[config.mk]
export PLATFORM = sky130hd
export DESIGN_NAME = bit_permute_pipe_flat
export DESIGN_NICKNAME = d
export VERILOG_FILES = /design/src/rtl/bit_permute_pkg.sv /design/src/rtl/bit_permute_if.sv /design/src/rtl/bit_permute_core.sv /design/src/rtl/bit_permute_pipe.sv /design/src/flat_wrapper.sv
export SDC_FILE = /design/constraint.sdc
export NUM_CORES = 1
export LEC_CHECK = 0
export CORE_MARGIN = 4
export CORE_UTILIZATION = 57
export DETAILED_ROUTE_END_ITERATION = 10
export PLACE_DENSITY = 0.83
export SETUP_SLACK_MARGIN = 0.2
export SLEW_MARGIN = 20
export SYNTH_ARGS = -nofsm -noshare
export SYNTH_HDL_FRONTEND = slang
export SYNTH_SLANG_ARGS = --single-unit
[constraint.sdc]
create_clock -name clk -period 6.5 [get_ports clk]
set_clock_uncertainty 0.1 [all_clocks]
set_input_delay 1.95 -clock clk [delete_from_list [all_inputs] [get_ports clk]]
set_output_delay 1.95 -clock clk [all_outputs]
set_load 0.02 [all_outputs]
[src/rtl/bit_permute_pkg.sv]
// rtl/bit_permute_pkg.sv - mode encoding shared by the bit permutation pipeline
package bit_permute_pkg;

    typedef logic [1:0] mode_t;

    localparam mode_t MODE_BITREV         = 2'd0;
    localparam mode_t MODE_BYTEREV        = 2'd1;
    localparam mode_t MODE_BITREV_IN_BYTE = 2'd2;
    localparam mode_t MODE_PASS           = 2'd3;

endpackage

[src/rtl/bit_permute_if.sv]
// rtl/bit_permute_if.sv - operand/result handshake bundle for bit_permute_pipe
// Input side:  in_valid/in_ready/in_data/in_mode/in_tag
// Output side: out_valid/out_ready/out_data/out_tag/out_zero/out_parity
// slave = the pipeline, master = the producer/consumer around it.
interface bit_permute_if
    import bit_permute_pkg::*;
#(
    parameter int W     = 32,
    parameter int TAG_W = 4
);

    logic             in_valid;
    logic             in_ready;
    logic [W-1:0]     in_data;
    mode_t            in_mode;
    logic [TAG_W-1:0] in_tag;

    logic             out_valid;
    logic             out_ready;
    logic [W-1:0]     out_data;
    logic [TAG_W-1:0] out_tag;
    logic             out_zero;
    logic             out_parity;

    modport slave (
        input  in_valid, in_data, in_mode, in_tag, out_ready,
        output in_ready, out_valid, out_data, out_tag, out_zero, out_parity
    );

    modport master (
        output in_valid, in_data, in_mode, in_tag, out_ready,
        input  in_ready, out_valid, out_data, out_tag, out_zero, out_parity
    );

endinterface

[src/rtl/bit_permute_core.sv]
// rtl/bit_permute_core.sv - combinational permutation with zero and parity flags
// data/mode in; result, zero (result == 0), parity (XOR of result) out.
module bit_permute_core
    import bit_permute_pkg::*;
#(
    parameter int W = 32
) (
    input  logic [W-1:0] data,
    input  mode_t        mode,
    output logic [W-1:0] result,
    output logic         zero,
    output logic         parity
);

    localparam int NB = W / 8;

    always_comb begin
        result = '0;
        case (mode)
            MODE_BITREV: begin
                for (int i = 0; i < W; i++) begin
                    result[i] = data[W-1-i];
                end
            end
            MODE_BYTEREV: begin
                for (int k = 0; k < NB; k++) begin
                    result[8*k +: 8] = data[8*(NB-1-k) +: 8];
                end
            end
            MODE_BITREV_IN_BYTE: begin
                for (int k = 0; k < NB; k++) begin
                    for (int j = 0; j < 8; j++) begin
                        result[8*k+j] = data[8*k+7-j];
                    end
                end
            end
            default: begin
                result = data;
            end
        endcase
    end

    assign zero   = ~|result;
    assign parity = ^result;

endmodule

[src/rtl/bit_permute_pipe.sv]
// rtl/bit_permute_pipe.sv - pipelined bit/byte permutation with tag and flags
// clk, rst_n : clock and synchronous active-low reset
// bus        : slave side of bit_permute_if (operand in, result out)
module bit_permute_pipe
    import bit_permute_pkg::*;
#(
    parameter int W     = 32,
    parameter int PIPE  = 2,
    parameter int TAG_W = 4
) (
    input  logic clk,
    input  logic rst_n,
    bit_permute_if.slave bus
);

    if ((W % 8 != 0) || (W < 8) || (PIPE < 1)) begin : g_param_check
        $fatal(1, "bit_permute_pipe: W must be a nonzero multiple of 8 and PIPE >= 1");
    end

    logic         adv;
    logic         in_fire;
    logic [W-1:0] core_result;
    logic         core_zero;
    logic         core_parity;

    bit_permute_core #(.W(W)) u_core (
        .data   (bus.in_data),
        .mode   (bus.in_mode),
        .result (core_result),
        .zero   (core_zero),
        .parity (core_parity)
    );

    // Whole pipe moves in lockstep; bubbles are not squeezed out.
    assign adv          = !bus.out_valid || bus.out_ready;
    assign bus.in_ready = adv;
    assign in_fire      = bus.in_valid && adv;

    for (genvar s = 0; s < PIPE; s++) begin : g_stage
        logic             vld_d, vld_q;
        logic [W-1:0]     dat_d, dat_q;
        logic [TAG_W-1:0] tag_d, tag_q;
        logic             zero_d, zero_q;
        logic             par_d, par_q;

        logic             src_vld;
        logic [W-1:0]     src_dat;
        logic [TAG_W-1:0] src_tag;
        logic             src_zero;
        logic             src_par;

        if (s == 0) begin : g_head
            // A bubble enters as all-zero so idle stages never carry stale payload.
            assign src_vld  = in_fire;
            assign src_dat  = in_fire ? core_result : '0;
            assign src_tag  = in_fire ? bus.in_tag : '0;
            assign src_zero = in_fire && core_zero;
            assign src_par  = in_fire && core_parity;
        end else begin : g_tail
            assign src_vld  = g_stage[s-1].vld_q;
            assign src_dat  = g_stage[s-1].dat_q;
            assign src_tag  = g_stage[s-1].tag_q;
            assign src_zero = g_stage[s-1].zero_q;
            assign src_par  = g_stage[s-1].par_q;
        end

        always_comb begin
            vld_d  = vld_q;
            dat_d  = dat_q;
            tag_d  = tag_q;
            zero_d = zero_q;
            par_d  = par_q;
            if (adv) begin
                vld_d  = src_vld;
                dat_d  = src_dat;
                tag_d  = src_tag;
                zero_d = src_zero;
                par_d  = src_par;
            end
        end

        always_ff @(posedge clk) begin
            if (!rst_n) begin
                vld_q  <= 1'b0;
                dat_q  <= '0;
                tag_q  <= '0;
                zero_q <= 1'b0;
                par_q  <= 1'b0;
            end else begin
                vld_q  <= vld_d;
                dat_q  <= dat_d;
                tag_q  <= tag_d;
                zero_q <= zero_d;
                par_q  <= par_d;
            end
        end
    end

    assign bus.out_valid  = g_stage[PIPE-1].vld_q;
    assign bus.out_data   = g_stage[PIPE-1].dat_q;
    assign bus.out_tag    = g_stage[PIPE-1].tag_q;
    assign bus.out_zero   = g_stage[PIPE-1].zero_q;
    assign bus.out_parity = g_stage[PIPE-1].par_q;

endmodule

[src/flat_wrapper.sv]
// flat-port wrapper written by rule: the top's interface ports become plain ports
module bit_permute_pipe_flat import bit_permute_pkg::*;
#(
    parameter int W     = 32,
    parameter int PIPE  = 2,
    parameter int TAG_W = 4
)
  (clk, rst_n, bus_in_valid, bus_in_data, bus_in_mode, bus_in_tag, bus_out_ready, bus_in_ready, bus_out_valid, bus_out_data, bus_out_tag, bus_out_zero, bus_out_parity);
  bit_permute_if #(.W(W), .TAG_W(TAG_W)) bus_i ();
  input  logic clk;
  input  logic rst_n;
  input wire logic [$bits(bus_i.in_valid)-1:0] bus_in_valid;
  input wire logic [$bits(bus_i.in_data)-1:0] bus_in_data;
  input wire logic [$bits(bus_i.in_mode)-1:0] bus_in_mode;
  input wire logic [$bits(bus_i.in_tag)-1:0] bus_in_tag;
  input wire logic [$bits(bus_i.out_ready)-1:0] bus_out_ready;
  output wire logic [$bits(bus_i.in_ready)-1:0] bus_in_ready;
  output wire logic [$bits(bus_i.out_valid)-1:0] bus_out_valid;
  output wire logic [$bits(bus_i.out_data)-1:0] bus_out_data;
  output wire logic [$bits(bus_i.out_tag)-1:0] bus_out_tag;
  output wire logic [$bits(bus_i.out_zero)-1:0] bus_out_zero;
  output wire logic [$bits(bus_i.out_parity)-1:0] bus_out_parity;
  assign bus_i.in_valid = bus_in_valid;
  assign bus_i.in_data = bus_in_data;
  assign bus_i.in_mode = bus_in_mode;
  assign bus_i.in_tag = bus_in_tag;
  assign bus_i.out_ready = bus_out_ready;
  assign bus_in_ready = bus_i.in_ready;
  assign bus_out_valid = bus_i.out_valid;
  assign bus_out_data = bus_i.out_data;
  assign bus_out_tag = bus_i.out_tag;
  assign bus_out_zero = bus_i.out_zero;
  assign bus_out_parity = bus_i.out_parity;
  bit_permute_pipe #(.W(W), .PIPE(PIPE), .TAG_W(TAG_W)) u_core (.clk(clk), .rst_n(rst_n), .bus(bus_i));
endmodule
* Word-level counts from Yosys, hierarchy flattened
Index checks and enable logic that the tools add are counted.
** Storage, ports and cells
- Flip-flop bits (word level) :: 78
- Input port bits :: 42
- Output and inout port bits :: 40
- Logic and storage cells :: 24
** Operators by class
- Eq/ne operators :: 2
- Mux-type cells :: 3
- Reductions and logical operators :: 9
** Operator list (count)
- 32-bit case mux with 3 select lines :: 1
- 32-bit 2-to-1 mux :: 1
- 32-bit OR reduction :: 1
- 32-bit parity :: 1
- 4-bit 2-to-1 mux :: 1
- 1-bit logical AND :: 3
- 2-bit by 1-bit equality test with 1-bit output (second input constant) :: 1
- 2-bit equality test (second input constant) :: 1
- 1-bit zero test :: 2
- 2-bit zero test :: 1
- 1-bit logical OR :: 1

* Depth between registers and ports, before layout
Gate-level depths: netlist of the first run.
- Word-level depth :: 5
- Gate-level depth with buffers :: 11
- Mapped depth without buffers :: 9

* Modules after synthesis
Synthesis of the first run repeated with hierarchy kept, for this count alone.
** Second synthesis, totals
- Cell total of the unflattened synthesis :: 531
- Area total of the unflattened synthesis :: 4509.3 um2
** Modules (own cells, without submodules)
- bit_permute_pipe :: times used 1, cells each 341, area each 3095.5 um2
- bit_permute_core :: times used 1, cells each 190, area each 1413.9 um2

* Worst setup path after synthesis of the first run
No wires, ideal clock.
- Path type :: input -> output
- Start :: input port bus_out_ready
- End :: output port bus_in_ready
- Data arrival time :: 2.425 ns
- Required time :: 4.450 ns
- Setup slack :: 2.025 ns
- Stages on the path :: 4
- Buffers on the path :: 2
- Path through :: nor2b_4 -> buf_6 -> clkinv_4 -> buf_2
** On the way
- Cells in the longest elaborated chain, start to end :: 1
** Ends and longest elaborated chain
- start, declared :: line flat_wrapper.sv:16 : input wire logic [$bits(bus_i.out_ready)-1:0] bus_out_ready;
- 1-bit logical OR :: line bit_permute_pipe.sv:35 : assign adv = !bus.out_valid || bus.out_ready;
- end, declared :: line flat_wrapper.sv:17 : output wire logic [$bits(bus_i.in_ready)-1:0] bus_in_ready;
Every way passes these cells.

* Worst setup path after layout of the first run
Same ends and word-level chain as after synthesis.

==> results of run 1 <==
-- cell usage after synthesis --
cell type and n:
nand2_1 115, dfxtp_1 78, a21boi_0 43, o2bb2a_4 32
o21ai_2 31, nor2b_1 28, ha_1 16, mux2i_1 16
mux2_4 14, buf_2 13, xnor2_1 13, clkbuf_1 11
buf_6 6, nand3_1 6, nand4_1 4, nor2b_2 4
buf_4 2, mux2_2 2, o21ai_1 2, xor2_1 2
a21boi_2 1, buf_12 1, buf_8 1, clkinv_4 1
inv_2 1, nand2_4 1, nor2_1 1, nor2b_4 1
nor3_2 1, o21a_1 1
-- worst paths after layout --
path                                                    startpoint                               endpoint  slack [ps]  depth (start not counted)
worst max-delay path                                 bus_out_ready                           bus_in_ready         970                          4
worst min-delay path            u_core.bus.out_tag[0]$_SDFFE_PN0N_     u_core.bus.out_tag[0]$_SDFFE_PN0N_         360                          2
worst max register to register   u_core.bus.out_valid$_SDFFE_PN0N_  u_core.g_stage[0].zero_q$_SDFFE_PN0N_        4620                          6
worst min register to register  u_core.bus.out_tag[0]$_SDFFE_PN0N_     u_core.bus.out_tag[0]$_SDFFE_PN0N_         360                          2
-- power by group through the flow --
stage,Combinational [mW],Sequential [mW],Clock [mW]
finish,0.324,0.517,0.367
global route,0.349,0.520,0.392
CTS,0.325,0.517,0.373
detailed placement,0.323,0.529,0
global placement,0.315,0.528,0
floorplan,0.232,0.537,0
-- sequential cells by signal, indices dropped and copies added (netlist names) --
register / cells
u_core.bus.out_tag: 4
u_core.g_stage.vld_q: 1
u_core.bus.out_parity: 1
u_core.bus.out_valid: 1
u_core.g_stage.par_q: 1
u_core.bus.out_zero: 1
u_core.g_stage.tag_q: 4
u_core.g_stage.dat_q: 32
u_core.bus.out_data: 32
u_core.g_stage.zero_q: 1
-- worst register-to-register path, stage by stage (launching register included) --
cell	delay [ps]
dfxtp_1	350
nor2b_4	180
clkinv_4	280
nand2_4	590
nor3_2	120
nand2_1	120
a21boi_2	60
-- logic make-up (layout without fill, tap and decap cells) --
group	Yosys count	after routing
multiplexers	32	32
flip-flops	78	78
AO/OA/AOI/OAI	110	110
XOR/XNOR	15	15
adder cells (fa/ha/maj)	16	16
AND/OR/NAND/NOR	161	161
buffers and inverters	36	101
-- area by class of cell --
| cell class | count | area [µm²] |
|---|---|---|
| inverter | 2 | 12.5 |
| fill | 571 | 2290 |
| timing repair buffer | 83 | 818 |
| clock inverter | 5 | 56.3 |
| multi-input combinational | 334 | 2720 |
| sequential | 78 | 1560 |
| tap | 102 | 128 |
| clock buffer | 11 | 141 |
-- layer usage --
| metal | vias up | wire length, µm |
|---|---|---|
| met5 | - | 0 |
| met2 | 88 | 4170 |
| met1 | 1554 | 4290 |
| met3 | 22 | 440 |
| met4 | 0 | 215 |
| li1 | 1664 | - |
-- metrics by stage --
step,std cells,instance area (µm²),setup slack [ps]
5_1_grt,615,5440,875
2_1_floorplan,448,4520,2020
3_3_place_gp,599,5240,987
3_5_place_dp,599,5240,972
4_1_cts,615,5440,958
6_report,615,5440,968
==> results.toml, run 1 <==
[synthesis]
syn_nets = 506
synth.top_cell.area_share_pct = 34.5
ys_types = 30
synth_top_family_by_area = "compound AO/OA/AOI/OAI gates"
ys_warn_count = 0
ys_seq_elements = 78
synthTopCellsByArea = "dfxtp_1 (35%), o2bb2a_4 (14%), nand2_1 (9.5%)"
yosys.area_share.simple_pct = 16.3
synth.area.mux_share_pct = 8.69
syn_area_per_cell_um2 = 10.1
synth_xor_area_share_pct = 2.91
synth_largest_area_cell = "dfxtp_1"
synth_area_um2 = 4520
synth_compound_area_share_pct = 27.9
synth_cells = 448
ys_seq_area_share_pct = 34.5
synthAdderAreaFrac_pct = 4.43

[grt]
grt_pass1_wl_um = 15300
grt-ovfl-total = 0
gr-usage-met3_pct = 3.59
grt_pass1_vias = 3198
track_usage_pct = 19.7
antenna_found_initial = 0
top_usage_layer = "met2"
grt_max_degree = 80
grt_use_met1_pct = 26.1
use_met2_pct = 30.9

[cts]
cts_resized = 0
clock-sinks = 78
cts_tree = "built"
clk_latency_ps = 350
clk_pin_slew_ps = 80
root_buffer = "clkbuf_8"
htree_num_levels = 3
hold_buffers = 0
numCtsBuffers = 9
post-cts-setup-buffer-count = 0
clk_path_buf_depth = 2

[placement]
dpl.hpwl_um = 6670
place.gp.congestion = 0.889
io_buffers = 81

[power]
p_sw_share_pct = 28.9
power.switching_mw = 0.350
pwr-share-seq_pct = 42.8
p_clk_share_pct = 30.3
power_density_nw_per_um2 = 222
power.internal_mw = 0.858
p_comb_share_pct = 26.8
irDropWorstVdd_uv = 108
p_leak_nw = 1.97
finalPower_mw = 1.21

[cells_and_area]
final_util_pct = 70.4
layout_common_cells = "nand2_1 (115), clkdlybuf4s50_1 (79), dfxtp_1 (78)"
nets = 566
drive_above_1_share_pct = 21.1
area_delta_synth_final_pct = 20.3
final_common_cell = "nand2_1"
diodes = 0

[timing]
tightest_slew_ps = 959
fin_crit_ps = 5530
fin_crit_sh_pct = 85.1
setup_violations = 0
slew_headroom_pct = 36.0
fin_hold_ws_ps = 361
fmax_mhz = 181
finalSetupTns_ps = 0
hold_viol = 0
grt_setup_unrepaired = "false"
slew_violations = 0

[route]
drtIter0Drc = 191
vias = 3328
wire_per_inst_um = 14.8
viasPerCell = 5.41
ant_nets = 0
drcViolationCount = 0
first_pass_iters = 4
wl_um = 9110

[die]
dieArea_um2 = 9420
ioPinCount = 82
die_w_um = 97.1
core-area_um2 = 7730
die_height_um = 97.1
row_count = 32
start_util_pct = 58.5

[critical_path]
crit_path_cell_trace = "clkdlybuf4s50_1 -> nor2b_4 -> clkinv_4 -> clkdlybuf4s50_1"
worst_path_largest_cell_delay_ps = 640
critical_path_class = "primary input to output pin"
path_buf_inv = 3
startpoint_type = "primary input"
cp.arrival_ps = 3480
timing.critical_path.mode_cell = "clkdlybuf4s50_1"
end_kind = "output pin"
crit_slowest_cell = "clkdlybuf4s50_1"
worst-endpoint-required_ps = 4450
cp_max_fo = 45
crit_family = "buffers and inverters"

[worst_hold_path]
hold_class = "register to register"

[flow_run]
maxCapViolations = 0

[status]
status = "complete, no violations"
Note: power is estimated with default switching activity, not from simulation.
==> run 2: changes to the inputs <==
Settings changed: CORE_UTILIZATION 57 to 53, PLACE_DENSITY 0.83 to 0.78.
Clock period 6.5 ns to 5.2 ns, I/O delays scaled along.
==> run 2 against run 1 <==
Effect of this change:
- cell count grew 0.81%
- register-to-register slack lost 1500 ps
- first-iteration DRC count shrank 46%
- sequential share of layout area shrank 0.12 points
- non-clock buffer count grew 2
- via count shrank 1.8%
- largest power group unchanged
- global-route usage shrank 1.5 points
- largest cell class unchanged
==> results.toml, run 2 (synthesized netlist as in run 1, its figures left out) <==
[cells_and_area]
diodes = 0
stdcell_count = 620
final_util_pct = 66.2
drive_above_1_share_pct = 21.2
layout_common_cells = "nand2_1 (115), clkdlybuf4s50_1 (79), dfxtp_1 (78)"
nets = 568
final_area_um2 = 5460
area_delta_synth_final_pct = 20.8
final_common_cell = "nand2_1"

[placement]
dp_slack_ps = 753
place.gp.congestion = 0.839
dpl.hpwl_um = 6660
dp_cells = 604
dpl_cell_area_um2 = 5260
io_buffers = 81

[timing]
setup_violations = 0
tightest_slew_ps = 958
fmax_mhz = 225
hold_viol = 0
finalSetupTns_ps = 0
slew_headroom_pct = 36.1
grt_setup_unrepaired = "false"
slew_violations = 0
fin_crit_sh_pct = 85.3
setup_ws_ps = 764
fin_crit_ps = 4440
fin_hold_ws_ps = 362

[route]
wl_met2_um = 4070
first_pass_iters = 6
dr_wl_met3_um = 445
drcViolationCount = 0
drtIter0Drc = 103
wire_per_inst_um = 14.5
wl_um = 9010
vias = 3268
viasPerCell = 5.27
top_layer_used = "met4"
ant_nets = 0
detail_route.wirelength.met1_um = 4410

[cts]
cts_resized = 0
root_buffer = "clkbuf_8"
clk_latency_ps = 340
clk_pin_slew_ps = 70
clk_path_buf_depth = 2
htree_num_levels = 3
numCtsBuffers = 9
clock-sinks = 78
hold_buffers = 0
post-cts-setup-buffer-count = 0
cts_tree = "built"

[die]
ioPinCount = 82
die_height_um = 100
start_util_pct = 54.8
die_w_um = 100
dieArea_um2 = 10100
core-area_um2 = 8260
row_count = 33

[worst_hold_path]
hold_path_depth = 2
hold_path.startpoint = "u_core.bus.out_data[28]$_SDFFE_PN0N_"
hold_class = "register to register"

[critical_path]
startpoint_type = "primary input"
cp_max_fo = 2
startpoint = "bus_out_ready"
cp.arrival_ps = 2780
reg2regPathDepth = 7
worst-endpoint-required_ps = 3540
reg2reg_from = "u_core.bus.out_valid$_SDFFE_PN0N_"
end_kind = "output pin"
critical_path_class = "primary input to output pin"

[grt]
antenna_found_initial = 0
grt_pass1_wl_um = 14800
track_usage_pct = 18.2
grt-ovfl-total = 0
grt_pass1_vias = 3156
grt_max_degree = 80

[power]
pwr-share-seq_pct = 43.2
p_leak_nw = 1.98
p_clk_share_pct = 30.4
irDropWorstVdd_uv = 104
p_comb_share_pct = 26.5
finalPower_mw = 1.50
power_density_nw_per_um2 = 274
p_sw_share_pct = 27.5
power.internal_mw = 1.09
power.switching_mw = 0.413

[status]
status = "complete, no violations"

[flow_run]
maxCapViolations = 0
[run 2: final cells by class]
class | instances | area (µm²)
clock buffers | 13 | 159
well taps | 105 | 131
repair buffers | 85 | 833
multi-input cells | 334 | 2720
fillers | 673 | 2790
flip-flops and latches | 78 | 1560
inverters | 2 | 12.5
clock inverters | 3 | 42.5
[run 2: final timing paths]
check	slack, ps	to
worst min-delay path	360	u_core.bus.out_data[28]$_SDFFE_PN0N_
worst max-delay path	760	bus_in_ready
worst max register to register	3150	u_core.g_stage[0].zero_q$_SDFFE_PN0N_
worst min register to register	360	u_core.bus.out_data[28]$_SDFFE_PN0N_
[run 2: layer usage]
layer  track usage (%)  vias up
met2              29.2       80
met4              5.08        0
li1                  -     1664
met3              4.17        7
met1              24.6     1517
met5                 0        -
[run 2: critical path, cell delays in order]
cell and delay (ps):
clkdlybuf4s50_1 440, nor2b_4 180, clkinv_4 60, clkdlybuf4s50_1 540
[run 2: power by group through the flow]
stage	combinational (mW)	clock [mW]	sequential (mW)
after floorplan	0.290	0	0.672
after global placement	0.390	0	0.660
after detailed placement	0.400	0	0.661
after CTS	0.401	0.465	0.647
after global routing	0.428	0.495	0.650
final	0.397	0.455	0.647
==> run 3: changes to the inputs <==
Settings changed: CAP_MARGIN set to 20.
==> results of run 3 <==
Same layout as run 2: the final DEF is identical, and so are final timing and power.
